==> config.mk <==
export PLATFORM = sky130hd
export DESIGN_NAME = scrambler_64b66b_lanes
export DESIGN_NICKNAME = d
export VERILOG_FILES = /design/src/rtl/scrambler_64b66b_pkg.sv /design/src/rtl/scrambler_64b66b_lane.sv /design/src/rtl/scrambler_64b66b_lanes.sv
export SDC_FILE = /design/constraint.sdc
export NUM_CORES = 1
export LEC_CHECK = 0
export BUFFER_PORTS_ARGS = -buffer_cell sky130_fd_sc_hd__buf_4
export CAP_MARGIN = 40
export CORE_AREA = 2 2 207 209
export CTS_CLUSTER_SIZE = 10
export DETAILED_ROUTE_END_ITERATION = 6
export DIE_AREA = 0 0 209 211
export HOLD_SLACK_MARGIN = 0.06
export PLACE_DENSITY = 0.84
export SLEW_MARGIN = 5
export SYNTH_ARGS = -nofsm -noshare
export SYNTH_HDL_FRONTEND = slang
export SYNTH_SLANG_ARGS = --single-unit
==> constraint.sdc <==
create_clock -name clk -period 2.1 [get_ports clk]
set_clock_uncertainty 0.2 [all_clocks]
set_input_delay 0.315 -clock clk [delete_from_list [all_inputs] [get_ports clk]]
set_output_delay 0.315 -clock clk [all_outputs]
set_load 0.02 [all_outputs]
==> src/rtl/scrambler_64b66b_pkg.sv <==
// Shared constants for the x^58 + x^39 + 1 self-synchronous scrambler.
// Tap positions, state width, sync counter width and state seed.
package scrambler_64b66b_pkg;

  localparam int TAP0 = 39;
  localparam int TAP1 = 58;
  localparam int STATE_W = 58;
  localparam int SYNC_CNT_W = $clog2(STATE_W + 1);

  localparam logic [STATE_W-1:0] SEED = '1;

endpackage

==> src/rtl/scrambler_64b66b_lane.sv <==
// One lane of the 64b/66b scrambler/descrambler: state, sync counter,
// datapath and output register.
// Ports: clk, reset, valid_i, flush_i, bypass_i, data_i[LEN] ->
//        valid_o, data_o[LEN] (registered), synced_o.
module scrambler_64b66b_lane
  import scrambler_64b66b_pkg::*;
#(
  parameter int LEN        = 64,
  parameter bit DESCRAMBLE = 1'b1
) (
  input  logic           clk,
  input  logic           reset,
  input  logic           valid_i,
  input  logic           flush_i,
  input  logic           bypass_i,
  input  logic [LEN-1:0] data_i,
  output logic           valid_o,
  output logic [LEN-1:0] data_o,
  output logic           synced_o
);

  localparam int EXT_W = STATE_W + LEN;
  localparam logic [SYNC_CNT_W-1:0] CNT_MAX =
    SYNC_CNT_W'(STATE_W);

  logic [STATE_W-1:0]    state_q;
  logic [STATE_W-1:0]    state_cur;
  logic [STATE_W-1:0]    state_nxt;
  logic [SYNC_CNT_W-1:0] cnt_q;
  logic [SYNC_CNT_W-1:0] cnt_cur;
  logic [SYNC_CNT_W-1:0] cnt_nxt;
  logic [EXT_W-1:0]      ext;
  logic [LEN-1:0]        res;

  // Flush re-seeds before the coincident beat is processed.
  assign state_cur = flush_i ? SEED : state_q;
  assign cnt_cur   = flush_i ? '0 : cnt_q;

  // ext holds the stream oldest-first: ext[0..57] is the history
  // (ext[57] = most recent state bit), ext[58+i] is beat bit i.
  // Taps s[i-39] and s[i-58] land at ext[i+19] and ext[i].
  always_comb begin
    ext = '0;
    res = '0;
    state_nxt = '0;
    for (int k = 0; k < STATE_W; k++) begin
      ext[k] = state_cur[STATE_W-1-k];
    end
    for (int i = 0; i < LEN; i++) begin
      res[i] = data_i[i]
             ^ ext[i + STATE_W - TAP0]
             ^ ext[i + STATE_W - TAP1];
      ext[STATE_W + i] = (bypass_i || DESCRAMBLE)
                       ? data_i[i] : res[i];
    end
    // Most recent 58 stream bits, newest at index 0.
    for (int k = 0; k < STATE_W; k++) begin
      state_nxt[k] = ext[EXT_W-1-k];
    end
  end

  always_comb begin
    cnt_nxt = cnt_cur;
    if (int'(cnt_cur) + LEN >= STATE_W) begin
      cnt_nxt = CNT_MAX;
    end else begin
      cnt_nxt = cnt_cur + SYNC_CNT_W'(LEN);
    end
  end

  always_ff @(posedge clk) begin
    if (reset) begin
      state_q <= SEED;
      cnt_q   <= '0;
      valid_o <= 1'b0;
      data_o  <= '0;
    end else begin
      valid_o <= valid_i;
      if (valid_i) begin
        state_q <= state_nxt;
        cnt_q   <= cnt_nxt;
        data_o  <= bypass_i ? data_i : res;
      end else begin
        state_q <= state_cur;
        cnt_q   <= cnt_cur;
      end
    end
  end

  assign synced_o = (cnt_q == CNT_MAX);

endmodule

==> src/rtl/scrambler_64b66b_lanes.sv <==
// Multi-lane 64b/66b self-synchronous scrambler/descrambler top.
// Ports: clk, reset, valid_i/flush_i[LANES], bypass_i,
//        data_i[LANES*LEN] -> valid_o, data_o, synced_o.
module scrambler_64b66b_lanes
  import scrambler_64b66b_pkg::*;
#(
  parameter int LANES      = 4,
  parameter int LEN        = 64,
  parameter bit DESCRAMBLE = 1'b1
) (
  input  logic                 clk,
  input  logic                 reset,
  input  logic [LANES-1:0]     valid_i,
  input  logic [LANES-1:0]     flush_i,
  input  logic                 bypass_i,
  input  logic [LANES*LEN-1:0] data_i,
  output logic [LANES-1:0]     valid_o,
  output logic [LANES*LEN-1:0] data_o,
  output logic [LANES-1:0]     synced_o
);

  for (genvar l = 0; l < LANES; l++) begin : g_lane
    scrambler_64b66b_lane #(
      .LEN        (LEN),
      .DESCRAMBLE (DESCRAMBLE)
    ) u_lane (
      .clk      (clk),
      .reset    (reset),
      .valid_i  (valid_i[l]),
      .flush_i  (flush_i[l]),
      .bypass_i (bypass_i),
      .data_i   (data_i[l*LEN +: LEN]),
      .valid_o  (valid_o[l]),
      .data_o   (data_o[l*LEN +: LEN]),
      .synced_o (synced_o[l])
    );
  end

endmodule

Yosys cells after proc, flatten, opt, wreduce, memory -nomap -nowiden

Cells that the tools add are included.

Bits in registers: 516
Bits of input ports: 267
Output and inout bits: 264
Word-level logic and storage cells: 564

Add/subtract/negate cells: 4
Magnitude comparators: 4
Eq/ne operators: 4
Mux-type cells: 24
Bitwise gates (word level): 512

Operators with widths:

| cell                                                                   | count |
|---|---|
| 1-bit XOR                                                              | 512 |
| 58-bit 2-to-1 mux                                                      | 8 |
| 64-bit 2-to-1 mux                                                      | 4 |
| 32-bit by 7-bit >= comparator with 1-bit output, second input constant | 4 |
| 6-bit 2-to-1 mux                                                       | 12 |
| 6-bit by 7-bit adder with 8-bit output, second input constant          | 4 |
| 6-bit == test, second input constant                                   | 4 |

Logic depth before layout (Yosys ltp)

Depth after elaboration: 5
Gate-level depth with buffers: 7
Mapped depth without buffers: 3

Modules after synthesis

Synthesis repeated with hierarchy kept, for this count alone.

Cells, all modules: 2684
Area, all modules: 23612.6 µm²

Modules (own cells, without submodules):

| module                | times used | cells each | area each (µm²) |
|---|---|---|---|
| scrambler_64b66b_lane | 4          | 671        | 5903.2 |

Worst setup path before layout

OpenSTA, ideal clock, no wires.

Path kind: input-to-reg
From: in flush_i[0]
To: reg g_lane[0].u_lane.data_o[28]
Library setup time: 0.091 ns
Arrival: 1.553 ns
Data required time: 1.809 ns
Setup slack: 0.256 ns
Stages on the path: 7
Path through: buf_6 > or2_1 > buf_6 > buf_6 > buf_6 > or3_1 > a311oi_1

Longest elaborated chain between the ends: 4

Ends and longest elaborated chain:

| element                | line                         | RTL |
|---|---|---|
| start: declaration     | scrambler_64b66b_lanes.sv:14 | `input logic [LANES-1:0] flush_i,` |
| 58-bit 2-to-1 mux (*)  | scrambler_64b66b_lane.sv:36  | `assign state_cur = flush_i ? SEED : state_q;` |
| 1-bit XOR              | scrambler_64b66b_lane.sv:51  | `^ ext[i + STATE_W - TAP0]` |
| 1-bit XOR (*)          | scrambler_64b66b_lane.sv:52  | `^ ext[i + STATE_W - TAP1];` |
| 64-bit 2-to-1 mux (*)  | scrambler_64b66b_lane.sv:82  | `data_o <= bypass_i ? data_i : res;` |
| end signal: assignment | scrambler_64b66b_lane.sv:82  |  |
| end: declaration       | scrambler_64b66b_lane.sv:18  | `output logic [LEN-1:0] data_o,` |

Every way passes the cells marked *; elsewhere a longest branch is shown, timed or not.
A chain may end at the register's enable or synchronous reset.

Worst setup path after layout

From: in flush_i[2]
To: reg g_lane[2].u_lane.data_o[31]

Longest elaborated chain between the ends: 4

Ends and longest elaborated chain:

| element                | line |
|---|---|
| 58-bit 2-to-1 mux (*)  | scrambler_64b66b_lane.sv:36 |
| 1-bit XOR              | scrambler_64b66b_lane.sv:51 |
| 1-bit XOR (*)          | scrambler_64b66b_lane.sv:52 |
| 64-bit 2-to-1 mux (*)  | scrambler_64b66b_lane.sv:82 |
| end signal: assignment | scrambler_64b66b_lane.sv:82 |
| end: declaration       | scrambler_64b66b_lane.sv:18 |

Marks and branches as above.

==> metrics.txt <==
LEAKAGE 11.6 nW; worst r2r src g_lane[3].u_lane.state_q[18]; CTS root buffer clkbuf_16; synth unique cells 26; Total Neg Setup Slack 0 ns; most frequent cells in the layout 558 x buf_4, 504 x dfxtp_1, 271 x dlygate4sd3_1; Arrival @ worst endpoint 2.35 ns; final hold violation count 0; die area 44100 µm²; largest net degree at the start of global routing 139; Die H 211 µm; Max clock buf depth 3; CP required 2.38 ns; RSZ-0062 raised after global routing no; Clock Pin Slew Worst Setup and Hold Paths 0.06 ns; overall routing resource usage 0.367; vias in the first global route 23300; area grow syn2layout 37.8%; max-cap viol count 0; commonest non-fill, non-tap cell in the layout buf_4; worst slack at placement 0.0709 ns; post-CTS setup repair buffer count 0; final non-filler cell total about 3600; Pre-Repair DR Iteration Count 6; number of DRC markers in iteration 0 2630; Post-Syn Instances approximately 2400; CTS tree done; CP Launch Type input pin; final RePlAce weighted congestion 0.924; Crit. End Element flop; Cell Pwr Density 779 nW/µm²; status completed; maximum clock frequency approximately 480 MHz; initial antenna violation count 4; via count 23800; layout cells sized above 1 0.211; syn avg cell area 9.36 µm²; CTS buffer count 57; final setup vio count 0; wirelength, routed 84900 µm; port bufs 530; Reg2Reg Capture Point g_lane[3].u_lane.data_o[39]; Ys Warns 0; Net Count, Synth between 2000 and 3000; hold_sp reset; CP startpoint flush_i[2]; Final WS setup about 0.030 ns; total power draw 24.1 mW; Vias/cell 6.55; Synth Register Bits 504; Initial Util 0.538; synthesized area 22500 µm²; WS Path Type in -> reg; Final nets 3350; R2R Setup Slk 0.36 ns; Chip Width 209 µm; antenna-violating nets left 0; Core Area 41800 µm²; post-DR wirelength/cell approximately 23 µm; Top Ports 531; Congestion Overflow GR 0; Num Clock Sinks 504; Tcrit/Tclk final 0.986; Worst slew margin 0.448; Inst Count DP 3292; Worst Path Max Fanout 78; Max VDD drop 0.000658 V; H-tree Lvls 2; clock latency on the worst-skew pair ~0.6 ns; post-layout min period between 2 and 2.5 ns; dpl hpwl 54500 µm; Hold Path Class in -> reg; DR DRC count 0; slew at the pin closest to its max-slew limit about 0.83 ns; reg2reg path depth 3; Seq/Total Area, Yosys 0.449; FP Rows 75; max-slew violation count 0; Setup crit end g_lane[2].u_lane.data_o[31]; first-pass GRT wire length about 130000 µm
## how the worst min path moves through the flow
| stage | cells after the start | endpoint |
|---|---|---|
| after detailed placement | 2 | g_lane[1].u_lane.cnt_q[0] |
| after floorplan | 2 | g_lane[0].u_lane.cnt_q[0] |
| final | 3 | g_lane[0].u_lane.valid_o |
| after global routing | 3 | g_lane[1].u_lane.state_q[17] |
| after CTS | 4 | g_lane[3].u_lane.state_q[52] |
| after global placement | 2 | g_lane[3].u_lane.cnt_q[0] |
## cell type report
| class | instances | area [µm²] |
|---|---|---|
| antenna | 6 | 15.0 |
| clock buffer | 64 | 1530 |
| clock inverter | 3 | 21.3 |
| fill | 2696 | 10800 |
| inverter | 16 | 60.1 |
| multi-input combinational | 1656 | 11300 |
| sequential | 504 | 10100 |
| tap | 539 | 674 |
| timing repair buffer | 848 | 7280 |
## kinds of logic (layout without fill, tap and decap cells)
family	count (synthesis)	count (layout)	synth area share
and+or+nand+nor	652	652	0.151
other	0	6	0
buffers and inverters	241	931	0.0490
xor gates and xnor gates	180	180	0.0702
AOI/OAI and AO/OA	824	824	0.281
DFF	504	504	0.449
## layer usage
metal  vias up  track usage  routed length, µm
li1      10500            -                  -
met1     11300        0.436              30700
met2      1617        0.612              39800
met3       368       0.0758               8990
met4         2        0.228               5370
met5         -            0                 15
## through the flow
step | utilization | hold slack (ns) | cell area [µm²]
detailed placement | 0.639 | 0.225 | 26700
global route | 0.741 | 0.0907 | 30900
global placement | 0.639 | 0.216 | 26700
CTS | 0.741 | 0.0603 | 30900
floorplan | - | 0.208 | 22500
finish | 0.741 | 0.0728 | 31000
## state kept, by name, indices dropped and copies added, names as in the netlist
signal and flops:
g_lane.u_lane.cnt_q 12, g_lane.u_lane.data_o 256, g_lane.u_lane.valid_o 4, g_lane.u_lane.state_q 232
## cell usage after synthesis
| cell type | n | area (µm²) |
|---|---|---|
| dfxtp_1 | 504 | 10100 |
| nor2_1 | 264 | 991 |
| a311oi_1 | 252 | 2210 |
| o22a_1 | 216 | 1890 |
| or3_1 | 184 | 1150 |
| o21ai_0 | 180 | 901 |
| xnor2_1 | 180 | 1580 |
| clkbuf_1 | 170 | 638 |
| nor3_1 | 92 | 460 |
| o21a_1 | 76 | 571 |
| o31ai_1 | 76 | 571 |
| or4_1 | 72 | 541 |
| buf_6 | 20 | 225 |
| o21bai_1 | 20 | 150 |
| inv_1 | 16 | 60.1 |
| nor2b_1 | 16 | 100 |
| buf_1 | 15 | 56.3 |
| buf_2 | 12 | 60.1 |
| buf_4 | 8 | 60.1 |
| a21oi_1 | 4 | 20.0 |
| and3_1 | 4 | 25.0 |
| nand2_1 | 4 | 15.0 |
| nand2b_1 | 4 | 25.0 |
| nor3b_1 | 4 | 30.0 |
| nor4_1 | 4 | 25.0 |
| or2_1 | 4 | 25.0 |
## critical path, stage by stage
cell	delay (ns)
dlygate4sd3_1	0.55
buf_4	0.21
or2_1	0.27
buf_12	0.19
or3_1	0.40
a311oi_1	0.37
## power breakdown
part / total [mW] / switching [mW] / internal [mW]
Combinational: 4.46 / 2.40 / 2.07
Clock: 8.89 / 3.86 / 5.03
Sequential: 10.8 / 0.581 / 10.2
Total: 24.1 / 6.84 / 17.3
## repair_timing
action,in CTS,in global routing
hold buffers,271,0
resized for setup,0,1
setup endpoints to repair,0,1
endpoints found under the hold margin,490,0
No activity file was read; power rests on OpenSTA's default activity.
